## src/rtl/ip_rx_pkg.sv

```systemverilog
`default_nettype none
// ============================================================================
// Module : ip_rx_pkg
// Brief  : Shared constants for the IP receive dispatcher (state encoding,
//          protocol numbers, default counter width).
// Rev    : 1.0
// ============================================================================
package ip_rx_pkg;

  localparam int CNT_W_DEFAULT = 16;

  localparam logic [7:0] PROTO_ICMP = 8'd1;
  localparam logic [7:0] PROTO_UDP  = 8'd17;

  localparam logic [3:0] ST_IDLE = 4'b0001;
  localparam logic [3:0] ST_ICMP = 4'b0010;
  localparam logic [3:0] ST_UDP  = 4'b0100;
  localparam logic [3:0] ST_DROP = 4'b1000;

  function automatic logic addr_match(input logic        bcast,
                                      input logic [31:0] to_ip,
                                      input logic [31:0] my_ip);
    return bcast | (to_ip == my_ip);
  endfunction

endpackage
`default_nettype wire

```

## src/rtl/sat_counter.sv

```systemverilog
`default_nettype none
// ============================================================================
// Module : sat_counter
// Brief  : Enabled up-counter that saturates at all-ones; async active-low clear.
// Rev    : 1.0
// ============================================================================
module sat_counter #(
  parameter int W = 16
) (
  input  logic         clk,
  input  logic         rst_n,
  input  logic         en,
  output logic [W-1:0] count
);

  logic [W-1:0] count_q;
  logic [W-1:0] count_d;

  always_comb begin
    count_d = count_q;
    if (en && (count_q != {W{1'b1}})) begin
      count_d = count_q + {{(W-1){1'b0}}, 1'b1};
    end
  end

  always_ff @(posedge clk or negedge rst_n) begin
    if (!rst_n) begin
      count_q <= '0;
    end else begin
      count_q <= count_d;
    end
  end

  assign count = count_q;

endmodule
`default_nettype wire

```

## src/rtl/ip_rx_dispatch.sv

```systemverilog
`default_nettype none
// ============================================================================
// Module : ip_rx_dispatch
// Brief  : Routes IP payload bytes to the ICMP or UDP sink, or drops the packet.
//          Statistics counters present only when IP_RX_DISPATCH_STATS_EN is defined.
// Rev    : 1.0
// ============================================================================
module ip_rx_dispatch
  import ip_rx_pkg::*;
#(
  parameter int CNT_W = CNT_W_DEFAULT
) (
  input  logic             clk,
  input  logic             rst_n,
  input  logic             rx_enable,
  input  logic [7:0]       data,
  input  logic             ip_active,
  input  logic             ip_is_icmp,
  input  logic             ip_broadcast,
  input  logic [31:0]      ip_to_ip,
  input  logic [31:0]      ip_remote_ip,
  input  logic [31:0]      local_ip,
  input  logic             icmp_ready,
  input  logic             udp_ready,
  output logic             icmp_rx_enable,
  output logic             udp_rx_enable,
  output logic [7:0]       data_out,
  output logic [31:0]      remote_ip_out,
  output logic [CNT_W-1:0] accept_count,
  output logic [CNT_W-1:0] drop_count
);

  logic [3:0]  state_q, state_d;
  logic        armed_q, armed_d;
  logic [7:0]  data_q;
  logic [31:0] remote_q, remote_d;

  logic decide;
  logic to_icmp;
  logic to_udp;
  logic accepted;

  // armed_q blocks a decision on a packet already in flight when reset lifted.
  assign decide   = (state_q == ST_IDLE) & armed_q & rx_enable & ip_active;
  assign to_icmp  = addr_match(ip_broadcast, ip_to_ip, local_ip) & ip_is_icmp & icmp_ready;
  assign to_udp   = addr_match(ip_broadcast, ip_to_ip, local_ip) & ~ip_is_icmp & udp_ready;
  assign accepted = to_icmp | to_udp;

  always_comb begin
    state_d  = state_q;
    armed_d  = armed_q | ~ip_active;
    remote_d = remote_q;
    if (!rx_enable) begin
      state_d = ST_IDLE;
    end else if (decide) begin
      armed_d = 1'b0;
      if (to_icmp) begin
        state_d = ST_ICMP;
      end else if (to_udp) begin
        state_d = ST_UDP;
      end else begin
        state_d = ST_DROP;
      end
      if (accepted) begin
        remote_d = ip_remote_ip;
      end
    end else if ((state_q != ST_IDLE) && !ip_active) begin
      state_d = ST_IDLE;
    end
  end

  always_ff @(posedge clk or negedge rst_n) begin
    if (!rst_n) begin
      state_q  <= ST_IDLE;
      armed_q  <= 1'b0;
      data_q   <= 8'h00;
      remote_q <= 32'h0;
    end else begin
      state_q  <= state_d;
      armed_q  <= armed_d;
      data_q   <= data;
      remote_q <= remote_d;
    end
  end

  // Forwarding states are only entered/held while a payload byte is present,
  // so the state itself is the one-cycle-delayed byte qualifier.
  assign icmp_rx_enable = (state_q == ST_ICMP);
  assign udp_rx_enable  = (state_q == ST_UDP);
  assign data_out       = data_q;
  assign remote_ip_out  = remote_q;

`ifdef IP_RX_DISPATCH_STATS_EN
  logic accept_inc;
  logic drop_inc;

  assign accept_inc = decide & accepted;
  assign drop_inc   = decide & ~accepted;

  sat_counter #(.W(CNT_W)) u_accept_cnt (
    .clk   (clk),
    .rst_n (rst_n),
    .en    (accept_inc),
    .count (accept_count)
  );

  sat_counter #(.W(CNT_W)) u_drop_cnt (
    .clk   (clk),
    .rst_n (rst_n),
    .en    (drop_inc),
    .count (drop_count)
  );
`else
  assign accept_count = '0;
  assign drop_count   = '0;
`endif

endmodule
`default_nettype wire

```

## config.mk

```make
export PLATFORM = sky130hd
export DESIGN_NAME = ip_rx_dispatch
export DESIGN_NICKNAME = d
export VERILOG_FILES = /design/src/rtl/ip_rx_pkg.sv /design/src/rtl/sat_counter.sv /design/src/rtl/ip_rx_dispatch.sv
export SDC_FILE = /design/constraint.sdc
export NUM_CORES = 1
export LEC_CHECK = 0
export BUFFER_PORTS_ARGS = -buffer_cell sky130_fd_sc_hd__clkbuf_2
export CAP_MARGIN = 20
export CORE_ASPECT_RATIO = 1.25
export CORE_MARGIN = 3
export CORE_UTILIZATION = 43
export CTS_CLUSTER_SIZE = 12
export DETAILED_ROUTE_END_ITERATION = 10
export PLACE_DENSITY_LB_ADDON = 0.12
export SLEW_MARGIN = 20
export SYNTH_ARGS = -nofsm -noshare
export SYNTH_HDL_FRONTEND = slang
export SYNTH_SLANG_ARGS = --single-unit
```

## constraint.sdc

```tcl
create_clock -name clk -period 4.63 [get_ports clk]
set_clock_uncertainty 0.05 [all_clocks]
set_input_delay 0.2315 -clock clk [delete_from_list [all_inputs] [get_ports clk]]
set_output_delay 0.2315 -clock clk [all_outputs]
set_load 0.1 [all_outputs]
```

Yosys cells after proc, flatten, opt, wreduce, memory -nomap -nowiden

Cells that the tools add are included.

Add/sub/neg operators: 0
$mul: 0
Divide/modulo/power cells: 0
Order comparisons: 0
Eq/ne operators: 6
Shift operators: 0
Multiplexer cells: 7
Bitwise operators: 12
Reductions and logical operators: 3

Operators with widths:

| operator             | count |
|---|---|
| $eq A32 B32 Y1       | 1 |
| $mux W4              | 5 |
| $and A1 B1 Y1        | 7 |
| $eq A4 B1 Y1 const B | 1 |
| $eq A4 B2 Y1 const B | 1 |
| $eq A4 B3 Y1 const B | 1 |
| $ne A4 B1 Y1 const B | 1 |
| $ne A3 B1 Y1 const B | 1 |
| $or A1 B1 Y1         | 3 |
| $reduce_and A3 Y1    | 1 |
| $mux W1              | 2 |
| $not A1 Y1           | 2 |
| $logic_and A1 B1 Y1  | 1 |
| $logic_not A1 Y1     | 1 |

Flip-flop bits (word level): 45
Latch bits: 0
RAM bits: 0
Bits in read-only memories: 0
Input bits: 112
Output and inout bits: 74
Logic and storage cells: 32
Memories: 0

Depth between registers and ports, before layout

Gate-level depths: netlist (run 1).

Depth in word-level cells: 8
Mapped depth: 7

Worst setup path after synthesis (run 1)

Ideal clock, no wire load.

Kind: reg-to-output
Start: reg state_q[3]
End: out icmp_rx_enable
Arrival: 3522 ps
Path slack: 827 ps
Cell stages (with the launch flop): 2
Buffers on the path: 0
Cell sequence: dfrtp_1 -> nor4b_1

Cells in the longest elaborated chain, start to end: 1

Ends and longest elaborated chain:

| element                  | line                 | RTL |
|---|---|---|
| start: declaration       | ip_rx_dispatch.sv:33 | `logic [3:0] state_q, state_d;` |
| start signal: assignment | ip_rx_dispatch.sv:79 | `state_q <= state_d;` |
| $eq A4 B2 Y1             | ip_rx_dispatch.sv:88 | `assign icmp_rx_enable = (state_q == ST_ICMP);` |
| end: declaration         | ip_rx_dispatch.sv:25 | `output logic icmp_rx_enable,` |

No other way between the ends.

Final worst setup path (run 1)

Start: reg state_q[0]
End: reg remote_q[13] (netlist: remote_ip_out[13])

Cells in the longest elaborated chain, start to end: 5

Ends and longest elaborated chain:

| element                     | line                 | RTL |
|---|---|---|
| $eq A4 B1 Y1                | ip_rx_dispatch.sv:44 | `assign decide = (state_q == ST_IDLE) & armed_q & rx_enable & ip_active;` |
| $and A1 B1 Y1 (3 in series) | ip_rx_dispatch.sv:44 |  |
| $reduce_and A3 Y1 (no line) | --                   |  |
| end signal: assignment      | ip_rx_dispatch.sv:82 | `remote_q <= remote_d;` |
| end: declaration            | ip_rx_dispatch.sv:36 | `logic [31:0] remote_q, remote_d;` |

No other way between the ends.
A chain may end at the register's enable or synchronous reset.

==> results of run 1 <==
==> sequential cells by signal, indices dropped and copies added (netlist names) <==
register,flops
remote_ip_out,32
data_out,8
state_q,4
armed_q,1
==> logic make-up (layout without fill, tap and decap cells) <==
kind of cell | after synthesis | after routing | synth area share, %
flip-flops | 45 | 45 | 47.3
buffers and inverters | 37 | 170 | 12.9
XOR/XNOR | 32 | 32 | 11.8
multiplexers | 32 | 32 | 19.8
AND/OR/NAND/NOR | 23 | 23 | 5.62
AO/OA/AOI/OAI | 8 | 8 | 2.41
other | 1 | 32 | 0.157
==> through the flow <==
stage / setup slack (ns) / util, % / total power [mW] / hold WS, ns
floorplan: 0.827 / - / 1.67 / -0.114
global placement: 2.24 / 58.2 / 1.84 / 0.290
detailed placement: 2.25 / 58.2 / 1.85 / 0.291
CTS: 2.26 / 61.8 / 2.14 / 0.0941
global route: 2.14 / 61.8 / 2.20 / 0.106
finish: 2.28 / 61.8 / 2.12 / 0.0419
==> routing by layer <==
layer,routed length (um),part of all wire [%],global-route usage (%),vias to the layer above
li1,-,-,-,868
met4,134,2.6,7.38,0
met5,0,0,0,-
met1,1910,36,19.1,804
met3,535,10,2.70,12
met2,2670,51,26.7,114
==> where the power goes <==
| group | internal (mW) | switching (mW) |
|---|---|---|
| logic | 0.248 | 1.04 |
| clock network | 0.157 | 0.119 |
| registers | 0.503 | 0.0607 |
==> Yosys cell counts (all sizes together) <==
| cell | count |
|---|---|
| dfrtp | 44 |
| dfstp | 1 |
| inv | 2 |
| nor4 | 9 |
| buf | 35 |
| nand2 | 5 |
| a32o | 1 |
| and3 | 1 |
| nand3 | 2 |
| nand4 | 2 |
| o211a | 1 |
| nand2b | 1 |
| o21ai | 6 |
| nor4b | 2 |
| xor2 | 32 |
| nor2 | 1 |
| mux2 | 32 |
| conb | 1 |
==> layout make-up <==
| type | count | share of cell area (%) |
|---|---|---|
| Clock buffer | 5 | 2.13 |
| Multi-Input combinational cell | 127 | 33.0 |
| Inverter | 2 | 0.233 |
| Tap cell | 62 | 2.40 |
| Timing Repair Buffer | 161 | 26.2 |
| Clock inverter | 2 | 1.09 |
| Sequential cell | 45 | 34.9 |
==> worst paths after layout <==
check                                       from                 to  slack, ns  cells after the start
min in group clk                       ip_active         state_q[0]       0.11                      2
worst max-delay path                  state_q[0]  remote_ip_out[13]       2.28                      5
worst min register to register  remote_ip_out[6]   remote_ip_out[6]       0.46                      1
max in group asynchronous                  rst_n   remote_ip_out[6]       3.89                      1
worst max register to register        state_q[0]  remote_ip_out[13]       2.28                      5
worst min-delay path                       rst_n  remote_ip_out[25]       0.04                      1
==> critical path, stage by stage, from the launching register on <==
cell,delay (ns)
dfstp_2,0.55
nand2_1,0.05
nor4_1,0.30
and3_1,0.28
o211a_4,0.59
mux2_2,0.40
==> reports/metrics.yaml, run 1 <==
final_layout:
  diodes: 0
  most_frequent_cells_in_the_layout: "clkbuf_2 (152), dfrtp_1 (44), xor2_1 (32), conb_1 (32), mux2_4 (30)"
  area_growth_syn_to_layout_pct: 35.4
  final_common_cell: "clkbuf_2"
  multi_input_area_um2: 1060
  stdcell_area_um2: 3230
  layoutNonFillerInstCount: 404
  regArea_um2: 1130
  fillerInstances: 462
  final_nets: 454
  drive_above_1_share_pct: 57.0
placed_design:
  finalWeightedCongestion: 0.745
  place.port_buffers: 153
  dp_hpwl_mm: 4.24
  placed_instance_area_um2: 3040
  placed_cells_incl_taps: 389
grt:
  global_route.overflow_total: 0
  globalRouteTotalUtil_pct: 15.6
  first_global_vias: 1776
  grt_start_max_net_pins: 46
  grt_pass1_wl_mm: 7.90
  antenna_found_initial: 0
detailed_routing:
  number_of_nets_with_antenna_violations_after_detailed_routing: 0
  detail_route.wl_per_cell_um: 13.0
  drt_first_pass_iters: 4
  drt-vias-per-instance: 4.45
  routed-via-count: 1798
  drcViolationCount: 0
  drt_iter0_markers: 42
  finalWirelength_mm: 5.25
job:
  timing.max_cap.violations: 0
timing:
  min_period_ns: 2.35
  setup_viol: 0
  timing_max_transition_violations_final: 0
  setup_repair_after_global_routing_missed_its_margin: "false"
  worstMarginPinSlew_ns: 0.956
  fmax_ghz: 0.425
  fin_setup_tns_ns: 0
  slew_headroom_pct: 36.3
  post_route_clock_period_utilization_pct: 50.8
  final-hold-violation-count: 0
logic_synthesis:
  yosys_register_bits: 45
  syn_inst: 178
  post-synth-top-area-cell: "dfrtp_1"
  post_synth.cell_area_avg_um2: 13.4
  synth.top_cell.area_share_pct: 46.2
  yosysSeqAreaShare_pct: 47.3
  syn-cell-area_um2: 2380
  synth_cell_type_count: 20
  synth_warnings: 0
  top_cells_by_area_in_the_synthesized_netlist: "dfrtp_1 (46%), mux2_4 (19%), xor2_1 (12%)"
die:
  die_width_um: 72.6
  starting_density_of_the_core_pct: 45.6
  coreArea_um2: 5230
  dieArea_um2: 6480
  rows: 29
  io_pins: 186
  dieHeight_um: 89.2
power:
  max-vdd-ir-drop_mv: 0.360
  leakagePower_nw: 1.79
  power_density_nw_per_um2: 658
setup_path:
  worst_setup_path_end_kind: "flop"
  critPathArrivalTime_ns: 2.48
  cp_data_required_time_ns: 4.75
  start_kind: "flop"
  timing.setup.critical_path_class: "reg2reg"
  cp_max_fo: 32
clock_tree:
  cts_hold_repair.buffers: 8
  htree_num_levels: 2
  cts_max_path_buffers: 2
  clk-insertion-delay-late_ns: 0.28
  cts.sink_count: 45
  cts_buffers: 5
  clk_root_buffer_cell: "clkbuf_8"
  postCtsResizedCells: 0
  cts.repair_timing.setup_buffer_count: 0
  clkSlewWorstSetupHoldPaths_ns: 0.08
  clock_tree_from_tritoncts: "built"
outcome:
  run_status: "finished, final reports clean"
hold_path:
  hold_class: "in2async"
No activity file was read; power rests on OpenSTA's default activity.
==> run 2, diff against run 1 <==
CORE_UTILIZATION = 36   (was 43)
clock period = 1.9 ns   (was 4.63 ns; I/O delays follow)
==> run 2 against run 1 <==
Compared with the run above: flip-flop and latch count is the same; total power rose to 2.5 times the previous value; via count rose by 9.4%; routed wire length grew 19%; count of clock-buffer cells in the layout rose by 1; critical path type unchanged; largest cell class is now non-clock buffers.
==> reports/metrics.yaml, run 2 (synthesis gave the netlist of run 1 again) <==
clock_tree:
  cts.sink_count: 45  # unchanged
  clkSlewWorstSetupHoldPaths_ns: 0.08  # about the same
  cts_max_path_buffers: 2  # unchanged
  clock_tree_from_tritoncts: "built"
  clk-insertion-delay-late_ns: 0.29  # about the same
  cts_buffers: 5  # unchanged
  clk_root_buffer_cell: "clkbuf_8"
  htree_num_levels: 2  # unchanged
final_layout:
  final_common_cell: "clkbuf_2"
  final_nets: 501  # +10%
  fillerInstances: 509  # +10%
  largest_register_ffs: 32  # unchanged
  layoutNonFillerInstCount: 475  # +18%
  stdcell_area_um2: 3820  # +18%
  most_frequent_cells_in_the_layout: "clkbuf_2 (153), dfrtp_1 (44), dlygate4sd3_1 (42)"
  post_layout_util_pct: 60.8  # -0.93 points
  area_growth_syn_to_layout_pct: 60.4
  diodes: 0  # unchanged
  drive_above_1_share_pct: 54.6  # -2.4 points
die:
  die_width_um: 78.8  # +8.5%
  coreArea_um2: 6290  # +20%
  rows: 32  # +10%
  dieArea_um2: 7640  # +18%
  io_pins: 186  # unchanged
  dieHeight_um: 97.0  # +8.7%
  starting_density_of_the_core_pct: 37.9  # -7.7 points
timing:
  setup_repair_after_global_routing_missed_its_margin: "true"
  worst_hold_margin_ns: 0.0142  # -0.0277 ns
  post_route_clock_period_utilization_pct: 98.5  # +48 points
  final-hold-violation-count: 0  # unchanged
  worstMarginPinSlew_ns: 0.563  # -0.393 ns
  timing_max_transition_violations_final: 0  # unchanged
  fin_setup_tns_ns: 0  # unchanged
  setup_viol: 0  # unchanged
  slew_headroom_pct: 62.6  # +26 points
  fin_ws_ns: 0.0287  # -2.25 ns
  min_period_ns: 1.87  # -0.483 ns
  fmax_ghz: 0.534  # +26%
grt:
  globalRouteTotalUtil_pct: 15.8  # +0.15 points
  grt_pass1_wl_mm: 9.75  # +23%
  grt_start_max_net_pins: 46  # unchanged
  antenna_found_initial: 0  # unchanged
  global_route.overflow_total: 0  # unchanged
  first_global_vias: 2085  # +17%
hold_path:
  worstHoldPathCells: 3
  hold_class: "in2reg"
detailed_routing:
  met2WireLength_mm: 3.29  # +23%
  drt_first_pass_iters: 4  # unchanged
  drcViolationCount: 0  # unchanged
  number_of_nets_with_antenna_violations_after_detailed_routing: 0  # unchanged
  drt-vias-per-instance: 4.14  # -7.0%
  finalWirelength_mm: 6.23  # +19%
  detail_route.wl_per_cell_um: 13.1  # +0.88%
  top_signal_layer_used: "met4"
  drt_iter0_markers: 28  # -33%
  routed-via-count: 1967  # +9.4%
  wl_met1_mm: 2.31  # +21%
  met3WireLength_um: 574  # +7.3%
setup_path:
  start_kind: "flop"
  cp_max_fo: 7  # -78%
  worst_setup_path_end_kind: "flop"
  timing.setup.critical_path_class: "reg2reg"
  critPathArrivalTime_ns: 2.00  # -0.48 ns
  timing.reg2reg.worst_path_depth: 6  # +1
  cp_data_required_time_ns: 2.03  # -2.72 ns
power:
  max-vdd-ir-drop_mv: 0.899  # +150%
  power_density_nw_per_um2: 1410  # +110%
  totalPowerFinal_mw: 5.38  # +150%
  leakagePower_nw: 2.03  # +13%
placed_design:
  dpl_worst_slack_ns: -0.0723  # -2.32 ns
  place.port_buffers: 153  # unchanged
  finalWeightedCongestion: 0.780  # +4.7%
  placed_instance_area_um2: 3240  # +6.5%
  placed_cells_incl_taps: 423  # +8.7%
  dp_hpwl_mm: 4.58  # +8.0%
job:
  timing.max_cap.violations: 0  # unchanged
outcome:
  run_status: "finished, final reports clean"
==> run 2: changes by cell type in the layout (fill, tap and decap cells not counted), moves of 2 or more <==
cell,previous run,this run
dlygate4sd3_1,8,42
buf_4,0,8
buf_12,0,4
mux2_2,2,0
mux2_4,30,32
nor4b_1,2,0
nor4b_4,0,2
==> run 2: worst max-delay path, stage by stage (launching register included) <==
cell and delay (ns):
dfstp_2 0.54, nand2_2 0.05, nor4_2 0.16, and3_1 0.24, o211a_4 0.24, clkbuf_16 0.18, mux2_4 0.29
==> run 2: final timing paths <==
kind                                endpoint               from  slack [ns]
max                        remote_ip_out[30]         state_q[0]        0.03
min                               state_q[2]          udp_ready        0.01
max reg2reg                remote_ip_out[30]         state_q[0]        0.03
min reg2reg                remote_ip_out[16]  remote_ip_out[16]        0.46
max in group asynchronous         state_q[0]              rst_n        1.27
min in group asynchronous  remote_ip_out[29]              rst_n        0.26
==> run 2: layout make-up <==
class | instances | area, um^2 | area share [%]
inverters | 2 | 7.51 | 0.196
flip-flops and latches | 45 | 1130 | 29.5
multi-input cells | 127 | 1110 | 29.1
well taps | 85 | 106 | 2.78
repair buffers | 208 | 1350 | 35.3
clock inverters | 2 | 37.5 | 0.982
clock buffers | 6 | 82.6 | 2.16
==> run 2: where the power goes <==
part | internal (mW) | switching, mW
clock | 0.428 | 0.318
combinational | 0.687 | 2.56
sequential | 1.23 | 0.156
total | 2.34 | 3.04
==> run 2: repair_timing <==
action	4_1_cts	5_1_grt
buffers inserted	0	1
hold buffers	42	0
gates resized for setup	0	3
endpoints found under the setup margin	0	26
hold endpoints to repair	87	0
==> run 2: metal layers <==
layer / up-vias / track usage [%]
li1: 966 / -
met1: 878 / 18.4
met2: 118 / 29.0
met3: 5 / 3.35
met4: 0 / 3.50
met5: - / 0
